<file path="src/rtl/button_repeat_ctrl.sv">
// button_repeat_ctrl
//
// Press sequencer for the robot-control button pad. Raw buttons and the slow
// divider tick are synchronised. A single tracked button is debounced against
// the tick and turned into one-cycle press pulses. When BTN_REPEAT_EN is
// defined, holding the button also produces auto-repeat pulses. In that build
// the select_clk output drives the divider rate, so each stage runs at its own
// tick period and the repeat rate speeds up in steps.
//
// Configuration macro: BTN_REPEAT_EN
//   defined   - HELD/REPEAT stages active, select_clk steps 11 -> 10 -> 01 -> 00
//   undefined - one pulse per press, select_clk stays 00
//
// Ports:
//   clk        system clock
//   rst        asynchronous reset, active low
//   btn_raw    raw buttons, 1 = pressed (asynchronous)
//   tick       divider clock output (asynchronous square wave)
//   select_clk divider rate select, 00 fastest .. 11 slowest
//   btn_pulse  one-hot one-cycle press / repeat event
//   btn_id     index of the tracked button
//   active     high whenever the sequencer is not idle

module button_repeat_ctrl #(
  parameter int N_BTN        = 4,
  parameter int DEB_TICKS    = 3,
  parameter int HOLD_TICKS   = 4,
  parameter int ACCEL_PULSES = 8
) (
  input  logic                     clk,
  input  logic                     rst,
  input  logic [N_BTN-1:0]         btn_raw,
  input  logic                     tick,
  output logic [1:0]               select_clk,
  output logic [N_BTN-1:0]         btn_pulse,
  output logic [$clog2(N_BTN)-1:0] btn_id,
  output logic                     active
);

  localparam int ID_W    = $clog2(N_BTN);
  localparam int CNT_MAX = (DEB_TICKS > HOLD_TICKS) ? DEB_TICKS : HOLD_TICKS;
  localparam int CNT_W   = $clog2(CNT_MAX + 1);
  localparam int RCNT_W  = $clog2(ACCEL_PULSES + 1);

  localparam logic [CNT_W-1:0] DEB_LIM = CNT_W'(DEB_TICKS);
`ifdef BTN_REPEAT_EN
  localparam logic [CNT_W-1:0]  HOLD_LIM  = CNT_W'(HOLD_TICKS);
  localparam logic [RCNT_W-1:0] ACCEL_LIM = RCNT_W'(ACCEL_PULSES);
`endif

  typedef enum logic [2:0] {
    IDLE,
    DEBOUNCE,
    HELD,
    REPEAT,
    RELEASE
  } state_t;

  state_t state, state_next;

  logic [N_BTN-1:0]  btn_meta, btn_sync;
  logic              tick_meta, tick_sync, tick_prev;
  logic              tick_rise, tick_eff;
  logic              blank;

  logic [CNT_W-1:0]  cnt, cnt_next, cnt_inc;
  logic [RCNT_W-1:0] rcnt, rcnt_next;
`ifdef BTN_REPEAT_EN
  logic [RCNT_W-1:0] rcnt_inc;
`endif
  logic [1:0]        sel_next;
  logic [N_BTN-1:0]  pulse_next;
  logic [ID_W-1:0]   id_next, lowest_id;
  logic              tracked;

  // Two-flop synchronisers for the buttons and the tick, plus one extra tick
  // flop so a rising edge shows up as a single-cycle strobe.
  always_ff @(posedge clk or negedge rst) begin
    if (!rst) begin
      btn_meta  <= '0;
      btn_sync  <= '0;
      tick_meta <= 1'b0;
      tick_sync <= 1'b0;
      tick_prev <= 1'b0;
    end else begin
      btn_meta  <= btn_raw;
      btn_sync  <= btn_meta;
      tick_meta <= tick;
      tick_sync <= tick_meta;
      tick_prev <= tick_sync;
    end
  end

  assign tick_rise = tick_sync & ~tick_prev;

  // The divider may glitch when its rate changes, so the first tick edge after
  // any select change is swallowed. Only tick_eff advances the sequencer.
  assign tick_eff = tick_rise & ~blank;

  always_ff @(posedge clk or negedge rst) begin
    if (!rst) begin
      blank <= 1'b0;
    end else if (sel_next != select_clk) begin
      blank <= 1'b1;
    end else if (tick_rise) begin
      blank <= 1'b0;
    end
  end

  // State and registered outputs. Every output comes straight from a flop.
  always_ff @(posedge clk or negedge rst) begin
    if (!rst) begin
      state      <= IDLE;
      cnt        <= '0;
      rcnt       <= '0;
      select_clk <= 2'b00;
      btn_pulse  <= '0;
      btn_id     <= '0;
      active     <= 1'b0;
    end else begin
      state      <= state_next;
      cnt        <= cnt_next;
      rcnt       <= rcnt_next;
      select_clk <= sel_next;
      btn_pulse  <= pulse_next;
      btn_id     <= id_next;
      active     <= (state_next != IDLE);
    end
  end

  // Next-state logic. A release of the tracked button always takes priority
  // over a tick arriving in the same cycle, so no pulse is emitted then.
  always_comb begin
    state_next = state;
    cnt_next   = cnt;
    rcnt_next  = rcnt;
    sel_next   = select_clk;
    pulse_next = '0;
    id_next    = btn_id;

    lowest_id = '0;
    for (int i = N_BTN - 1; i >= 0; i--) begin
      if (btn_sync[i]) lowest_id = ID_W'(i);
    end
    tracked = btn_sync[btn_id];
    cnt_inc = cnt + 1'b1;
`ifdef BTN_REPEAT_EN
    rcnt_inc = rcnt + 1'b1;
`endif

    case (state)
      IDLE: begin
        sel_next = 2'b00;
        if (|btn_sync) begin
          id_next    = lowest_id;
          cnt_next   = '0;
          state_next = DEBOUNCE;
        end
      end

      DEBOUNCE: begin
        if (!tracked) begin
          state_next = IDLE;
        end else if (tick_eff) begin
          if (cnt_inc == DEB_LIM) begin
            pulse_next = {{(N_BTN-1){1'b0}}, 1'b1} << btn_id;
            cnt_next   = '0;
`ifdef BTN_REPEAT_EN
            sel_next   = 2'b11;
            state_next = HELD;
`else
            state_next = RELEASE;
`endif
          end else begin
            cnt_next = cnt_inc;
          end
        end
      end

`ifdef BTN_REPEAT_EN
      HELD: begin
        if (!tracked) begin
          cnt_next   = '0;
          sel_next   = 2'b00;
          state_next = RELEASE;
        end else if (tick_eff) begin
          if (cnt_inc == HOLD_LIM) begin
            pulse_next = {{(N_BTN-1){1'b0}}, 1'b1} << btn_id;
            cnt_next   = '0;
            rcnt_next  = '0;
            sel_next   = 2'b10;
            state_next = REPEAT;
          end else begin
            cnt_next = cnt_inc;
          end
        end
      end

      // Each block of ACCEL_PULSES repeats moves the divider one step
      // faster, stopping at the fastest rate.
      REPEAT: begin
        if (!tracked) begin
          cnt_next   = '0;
          sel_next   = 2'b00;
          state_next = RELEASE;
        end else if (tick_eff) begin
          pulse_next = {{(N_BTN-1){1'b0}}, 1'b1} << btn_id;
          if (rcnt_inc == ACCEL_LIM) begin
            rcnt_next = '0;
            if (select_clk != 2'b00) sel_next = select_clk - 2'd1;
          end else begin
            rcnt_next = rcnt_inc;
          end
        end
      end
`endif

      // The whole pad must stay quiet for DEB_TICKS ticks before a new
      // press can be accepted.
      RELEASE: begin
        sel_next = 2'b00;
        if (|btn_sync) begin
          cnt_next = '0;
        end else if (tick_eff) begin
          if (cnt_inc == DEB_LIM) begin
            cnt_next   = '0;
            state_next = IDLE;
          end else begin
            cnt_next = cnt_inc;
          end
        end
      end

      default: begin
        state_next = IDLE;
      end
    endcase
  end

endmodule

</file>
<file path="config.mk">
export PLATFORM = sky130hd
export DESIGN_NAME = button_repeat_ctrl
export DESIGN_NICKNAME = d
export VERILOG_FILES = /design/src/rtl/button_repeat_ctrl.sv
export SDC_FILE = /design/constraint.sdc
export NUM_CORES = 1
export LEC_CHECK = 0
export ABC_AREA = 1
export CAP_MARGIN = 30
export CORE_UTILIZATION = 51
export DETAILED_ROUTE_END_ITERATION = 6
export PLACE_DENSITY = 0.76
export RECOVER_POWER = 25
export SYNTH_ARGS = -nofsm -noshare
export SYNTH_HDL_FRONTEND = slang
export SYNTH_SLANG_ARGS = --single-unit
</file>
<file path="constraint.sdc">
create_clock -name clk -period 1.85 [get_ports clk]
set_input_delay 0.185 -clock clk [delete_from_list [all_inputs] [get_ports clk]]
set_output_delay 0.185 -clock clk [all_outputs]
set_load 0.05 [all_outputs]
</file>
# Word level (Yosys, flattened, before mapping)
# Index checks and enable logic that the tools add are counted.
[word_totals]
regBits = 27
latch_bits = 0
ramBits = 0
mem_bits_ro = 0
out_inout_bits = 9
memories = 0
[op_classes]
n_addsub = 1
n_mul = 0
n_div = 0
order_cmp = 1
eq_ne = 6
shifts = 1
muxes = 27
n_bitwise = 4
n_reduce_logical = 8
[ops]
columns = ["op", "n"]
rows = [
  ["$mux W3", 12],
  ["$pmux W3 S3", 2],
  ["$mux W4", 4],
  ["$mux W2", 5],
  ["$reduce_bool A3 Y1", 2],
  ["$ne A2 B2 Y1 const B", 2],
  ["$reduce_or A4 Y1", 1],
  ["$shl A1 B2 Y4 const A", 1],
  ["$add A3 B1 Y3 const B", 1],
  ["$eq A3 B1 Y1 const B", 1],
  ["$eq A3 B2 Y1 const B", 1],
  ["$eq A3 B3 Y1 const B", 1],
  ["$logic_not A3 Y1", 1],
  ["$lt A2 B3 Y1 const B", 1],
  ["$mux W1", 3],
  ["$reduce_and A3 Y1", 1],
  ["$and A1 B1 Y1", 2],
  ["$bmux W1 S2", 1],
  ["$ne A2 B2 Y1", 1],
  ["$not A1 Y1", 2],
  ["$reduce_and A2 Y1", 1],
  ["$reduce_bool A2 Y1", 1],
  ["$reduce_or A2 Y1", 1],
]

# Depth between registers and ports, before layout
# Gate-level depths: netlist of run 1.
[logic_depth]
ltp_word = 7
ltp_mapped = 11
ltp_nobuf = 11

# Worst setup path after synthesis of run 1
# Ideal clock, no wire load.
[synth_timing]
path_type = "register to register"
startpoint = "register btn_id[0]"
endpoint = "register cnt[2]"
setup_ns = 0.117
arrival_ns = 1.319
t_required_ns = 1.733
path_slack_ns = 0.413
stages_incl_launch_ff = 10
n_path_buf = 0
cell_sequence = "dfrtp_1 -> nand2_1 -> o21ai_0 -> nand2_1 -> nand2_1 -> nand2_1 -> nand2_2 -> inv_2 -> nand2_1 -> o21ai_2"
[synth_via]
elab_chain_cells = 4
[synth_rtl]
columns = ["element", "line", "text"]
rows = [
  ["start, declared", "36", "output logic [$clog2(N_BTN)-1:0] btn_id,"],
  ["start signal, assigned", "126", "btn_id <= id_next;"],
  ["$bmux W1 S2", "145", "tracked = btn_sync[btn_id];"],
  ["$mux W1 (not written as such)", "145", ""],
  ["$ne A2 B2 Y1 (no line)", "--", ""],
  ["$reduce_and A3 Y1 (no line)", "--", ""],
  ["end signal, assigned", "122", "cnt <= cnt_next;"],
  ["end, declared", "66", "logic [CNT_W-1:0] cnt, cnt_next, cnt_inc;"],
]
# No other way between the ends. The select of a mux whose other input is x is not followed.
# A chain may end at the register's enable or synchronous reset.

# Worst setup path after layout of run 1
[layout_timing]
startpoint = "register btn_id[1]"
endpoint = "output port btn_id[1]"
# No word-level cell between the ends.

==> impl_metrics.csv, run 1 <==
group,metric,value,unit
final_layout,nNetsFinal,151,
min_path,min_path_type,"register to register",
global_route,antenna_found_initial,0,
cts,cts_root_buf,"clkbuf_4",
power,ir_drop,503,uV
final_layout,syn_to_final_growth,19.8,%
final_layout,final_common_cell,"nand2_1",
yosys,syn_area_per_cell,9.09,um2
final_layout,drive_gt1_share,8.51,%
sta,max_freq,0.561,GHz
critical_path,cp_cell_sequence,"clkdlybuf4s50_1",
sta,setup_viol,0,
cts,cts.path.max_buffers,2,
global_route,grt_remaining_overflow,0,
cts,clk_pin_slew_worst_paths,140,ps
cts,ctsResizeCount,0,
floorplanning,fp.dieW,48.4,um
final_layout,final_cell_mix,"nand2_1 (31), dfrtp_1 (27), inv_1 (17), nand3_1 (10), nor2_1 (9)",
sta,finalSetupTns,0,ps
power,leakage,0.676,nW
cts,cts.htree.levels,1,
drt,drt-total-wl,1700,um
drt,postRouteAntennaNets,0,
floorplanning,die_area,2350,um2
status,status,"complete, no violations",
cts,cts_buffers,3,
drt,viasPerCell,4.78,
floorplanning,ios,16,
sta,slew_viol_final,0,
drt,vias,803,
sta,post-route-period-util,96.4,%
yosys,syn_nets,130,
critical_path,cpPeakStageDelay,830,ps
sta,hold_violations,0,
placed_design,port_buffers,15,
yosys,seq_area_frac_synth,61.4,%
power,p_per_area,859,nW/um2
yosys,postSynthCellCount,121,
final_layout,regArea,676,um2
sta,min_period,1780,ps
cts,clock_sinks,27,
placed_design,placedCellCount,164,
cts,clk_latency,320,ps
critical_path,crit_type,"register to primary output",
global_route,grt_max_degree,28,
global_route,grt_usage,17.3,%
placed_design,globalplace.congestion,0.843,
drt,wire_per_inst,10.1,um
final_layout,n_antenna_cell,0,
global_route,grt_pass1_vias,785,
critical_path,worst_ep_required_time,1660,ps
sta,max-slew-margin-rel,10.6,%
critical_path,crit_fanout,5,
final_layout,fillers,170,
power,total_power,0.00113,W
drt,drc_errors,0,
floorplanning,die_y,48.4,um
yosys,yosysUniqueCellTypes,17,
yosys,synth.cell_area,1100,um2
sta,tightestPinTransition,1340,ps
yosys,ys_ff_latch,27,
drt,firstDrtPassIters,4,
critical_path,crit_family,"buffers and inverters",
cts,cts_hold_buffers,0,
cts,cts_setup_buffers,0,
final_layout,multi_input_area,353,um2
drt,first_iter_violations,12,
critical_path,critical-path-slowest-cell,"clkdlybuf4s50_1",
critical_path,arrival,1600,ps
floorplanning,initial_utilization,54.9,%
cts,cts_tree,"done",
yosys,ys_warn_count,0,
final_layout,instances_no_fill,168,
sta,fin_worst_skew,7.81,ps
flow_run,drv_cap,0,
critical_path,worstSetupStartpointType,"register",
critical_path,cp_num_buf_inv,1,
critical_path,cp-end-kind,"primary output",
sta,rsz0062_at_grt,"false",
global_route,grt_first_pass_wirelength,3150,um
floorplanning,core,2000,um2
floorplanning,num_rows,16,
placed_design,hpwlAfterDp,1350,um
-- layer usage --
metal  GRT usage (%)  vias to the layer above  part of all wire, %
met3            2.20                        5                  3.3
li1                -                      413                    -
met5               0                        -                    0
met2            29.8                       19                   48
met4            8.82                        0                  2.5
met1            21.5                      366                   46
-- stage by stage --
step	area (um2)	hold WS (ps)	setup slack, ps	util [%]
2_1_floorplan	1100	-111	413	-
3_3_place_gp	1290	332	417	64.5
3_5_place_dp	1290	337	386	64.5
4_1_cts	1320	210	11.5	65.9
5_1_grt	1320	382	22.8	65.8
6_report	1320	359	66.9	65.8
-- final cells by class --
class	count	area share (%)
Inverter	19	5.41
Clock buffer	3	1.71
Timing Repair Buffer	16	11.9
Clock inverter	1	0.380
Sequential cell	27	51.3
Multi-Input combinational cell	75	26.8
Tap cell	27	2.56
-- where the power goes --
part           leakage [nW]  total, W  internal (W)  switching (W)
Sequential            0.343  0.000661      0.000629      0.0000329
Combinational         0.315  0.000226     0.0000728       0.000153
Clock                0.0177  0.000244     0.0000811       0.000163
-- sequential cells by signal, indices dropped and copies added (netlist names) --
register and cells:
tick_meta 1, state 3, tick_prev 1, select_clk 2, tick_sync 1, btn_id 2
cnt 3, btn_pulse 4, active 1, blank 1, btn_meta 4, btn_sync 4
-- final timing paths --
kind	startpoint	end	slack, ps	depth (start not counted)
setup / recovery	btn_id[1]	btn_id[1]	70	1
hold / removal	btn_meta[0]	btn_sync[0]	360	0
setup reg to reg	cnt[0]	active	380	7
hold reg to reg	btn_meta[0]	btn_sync[0]	360	0
max in group asynchronous	rst	state[1]	390	2
min in group asynchronous	rst	btn_pulse[3]	660	2
-- cell families after synthesis --
group | after synthesis | share of synthesized area (%)
compound gates | 9 | 4.44
fa+ha+maj | 2 | 2.27
other cells | 1 | 0.341
buf+inv | 19 | 6.48
simple gates | 63 | 25.0
flops | 27 | 61.4
-- cell usage after synthesis, drive strengths merged --
cell type | count | area share [%]
a21oi | 1 | 0.45
conb | 1 | 0.34
dfrtp | 27 | 61
ha | 2 | 2.3
inv | 19 | 6.5
nand2 | 33 | 12
nand3 | 10 | 4.6
nand3b | 1 | 0.68
nand4 | 1 | 0.57
nor2 | 12 | 4.8
nor3 | 6 | 2.7
o21ai | 8 | 4.0
No activity file was read; power rests on OpenSTA's default activity.
==> inputs of run 2 (changes only) <==
CORE_ASPECT_RATIO = 0.6   (was not set)
CORE_UTILIZATION = 46   (was 51)
PLACE_DENSITY = 0.72   (was 0.76)
RECOVER_POWER = 50   (was 25)
clock period = 1.5 ns   (was 1.85 ns; I/O delays follow)
==> impl_metrics.csv, run 2 (same netlist as run 1, synthesis figures left out) <==
group,metric,value,unit
global_route,grt_usage,16.2,%
power,p_per_area,1120,nW/um2
power,seqPwrFrac,54.1,%
critical_path,cp-end-kind,"register",
drt,vias,832,
critical_path,crit_type,"register to register",
placed_design,globalplace.congestion,0.809,
power,p_sw_share,29.7,%
critical_path,rr_endpoint,"active",
cts,cts_buffers,3,
final_layout,n_antenna_cell,0,
power,leakage,0.702,nW
critical_path,crit_fanout,3,
global_route,grt_pass1_vias,669,
drt,drc_errors,0,
placed_design,placedCellCount,167,
cts,cts_root_buf,"clkbuf_8",
power,pwr-share-clk,25.9,%
critical_path,worstReg2RegStart,"cnt[1]",
drt,wire_per_inst,10.5,um
cts,clk_pin_slew_worst_paths,90,ps
final_layout,fillers,188,
critical_path,reg2reg_slack,80,ps
power,internal_power,0.00107,W
critical_path,endpoint,"active",
global_route,grt_first_pass_wirelength,2880,um
cts,clk_latency,270,ps
global_route,antenna_found_initial,0,
sta,holdWs,353,ps
critical_path,rr_worst_depth,7,
min_path,min_path_type,"register to register",
drt,postRouteAntennaNets,0,
power,power.switching,0.000452,W
cts,clock_sinks,27,
cts,cts_tree,"done",
status,status,"complete, no violations",
final_layout,nNetsFinal,153,
floorplanning,die_area,2600,um2
sta,min_period,1420,ps
flow_run,drv_cap,0,
sta,post-route-period-util,95.0,%
floorplanning,fp.dieW,65.1,um
power,total_power,0.00152,W
cts,cts.path.max_buffers,2,
final_layout,drive_gt1_share,19.6,%
placed_design,hpwlAfterDp,1380,um
sta,tightestPinTransition,629,ps
floorplanning,num_rows,13,
final_layout,syn_to_final_growth,23.1,%
global_route,grt_max_degree,28,
drt,first_iter_violations,44,
sta,max-slew-margin-rel,58.0,%
drt,drt-total-wl,1810,um
sta,hold_violations,0,
power,power_frac_comb,19.9,%
placed_design,port_buffers,15,
final_layout,final_cell_mix,"nand2_1 (31), dfrtp_1 (27), inv_1 (16), nand3_1 (10), buf_4 (10)",
floorplanning,core,2210,um2
sta,max_freq,0.702,GHz
drt,viasPerCell,4.81,
floorplanning,initial_utilization,49.7,%
global_route,grt_remaining_overflow,0,
final_layout,reg_top3,"btn_meta x4, btn_pulse x4, btn_sync x4",
cts,cts_hold_buffers,0,
final_layout,instances_no_fill,173,
critical_path,worst_ep_required_time,1650,ps
critical_path,worstSetupStartpoint,"cnt[1]",
critical_path,arrival,1580,ps
floorplanning,ios,16,
cts,cts.htree.levels,1,
sta,fin_worst_skew,6.17,ps
sta,slew_viol_final,0,
min_path,min-delay-start,"btn_meta[2]",
sta,setup_viol,0,
final_layout,final_common_cell,"nand2_1",
drt,firstDrtPassIters,5,
critical_path,worstSetupStartpointType,"register",
power,ir_drop,579,uV
floorplanning,die_y,39.9,um
-- run 2: layout make-up --
| cell class | instances | area (um2) | share of cell area, % |
|---|---|---|---|
| tap | 30 | 37.5 | 2.77 |
| clock inverter | 1 | 5.00 | 0.370 |
| clock buffer | 3 | 41.3 | 3.05 |
| inverter | 19 | 71.3 | 5.27 |
| timing repair buffer | 18 | 160 | 11.8 |
| multi-input combinational | 75 | 363 | 26.8 |
| sequential | 27 | 676 | 49.9 |
-- run 2: worst max-delay path: stages, from the launching register on --
cell	delay, ps
dfrtp_1	420
ha_2	200
nand2_1	80
nand3_1	110
nor2_2	170
inv_2	70
o21ai_2	160
nand3_1	100
-- run 2: metal layers --
| metal | global-route usage (%) | wire (um) | vias to the layer above | share of wire (%) |
|---|---|---|---|---|
| li1 | - | - | 418 | - |
| met1 | 20.4 | 912 | 382 | 50 |
| met2 | 26.3 | 776 | 30 | 43 |
| met3 | 6.10 | 111 | 2 | 6.1 |
| met4 | 4.89 | 13 | 0 | 0.72 |
| met5 | 0 | 0 | - | 0 |
-- run 2: worst min path at each step --
stage	cells past startpoint	to	slack [ps]
2_1_floorplan	0	active	-150
3_3_place_gp	0	btn_sync[3]	330
3_5_place_dp	0	btn_sync[2]	340
4_1_cts	2	btn_pulse[1]	260
5_1_grt	0	btn_sync[2]	360
6_report	0	btn_sync[2]	350
-- run 2: metrics by stage --
step	util, %	setup TNS, ps	worst slack [ps]	instance area, um2
after floorplan	-	0	63.2	1100
after global placement	58.1	0	140	1280
after detailed placement	58.1	0	39.0	1280
after CTS	60.2	0	20.8	1330
after global routing	61.2	-20.7	-20.7	1350
final	61.2	0	75.4	1350
-- run 2: power groups by stage --
| stage | clock [W] | sequential [W] | combinational, W |
|---|---|---|---|
| CTS | 0.000408 | 0.000822 | 0.000296 |
| floorplan | 0 | 0.000884 | 0.000129 |
| finish | 0.000394 | 0.000823 | 0.000303 |
| global route | 0.000437 | 0.000829 | 0.000331 |
| global placement | 0 | 0.000833 | 0.000289 |
| detailed placement | 0 | 0.000837 | 0.000295 |
-- run 2: repair_timing --
action,4_1_cts,5_1_grt
endpoints found under the setup margin,0,3
buffers inserted,0,2
gates resized for setup,0,4
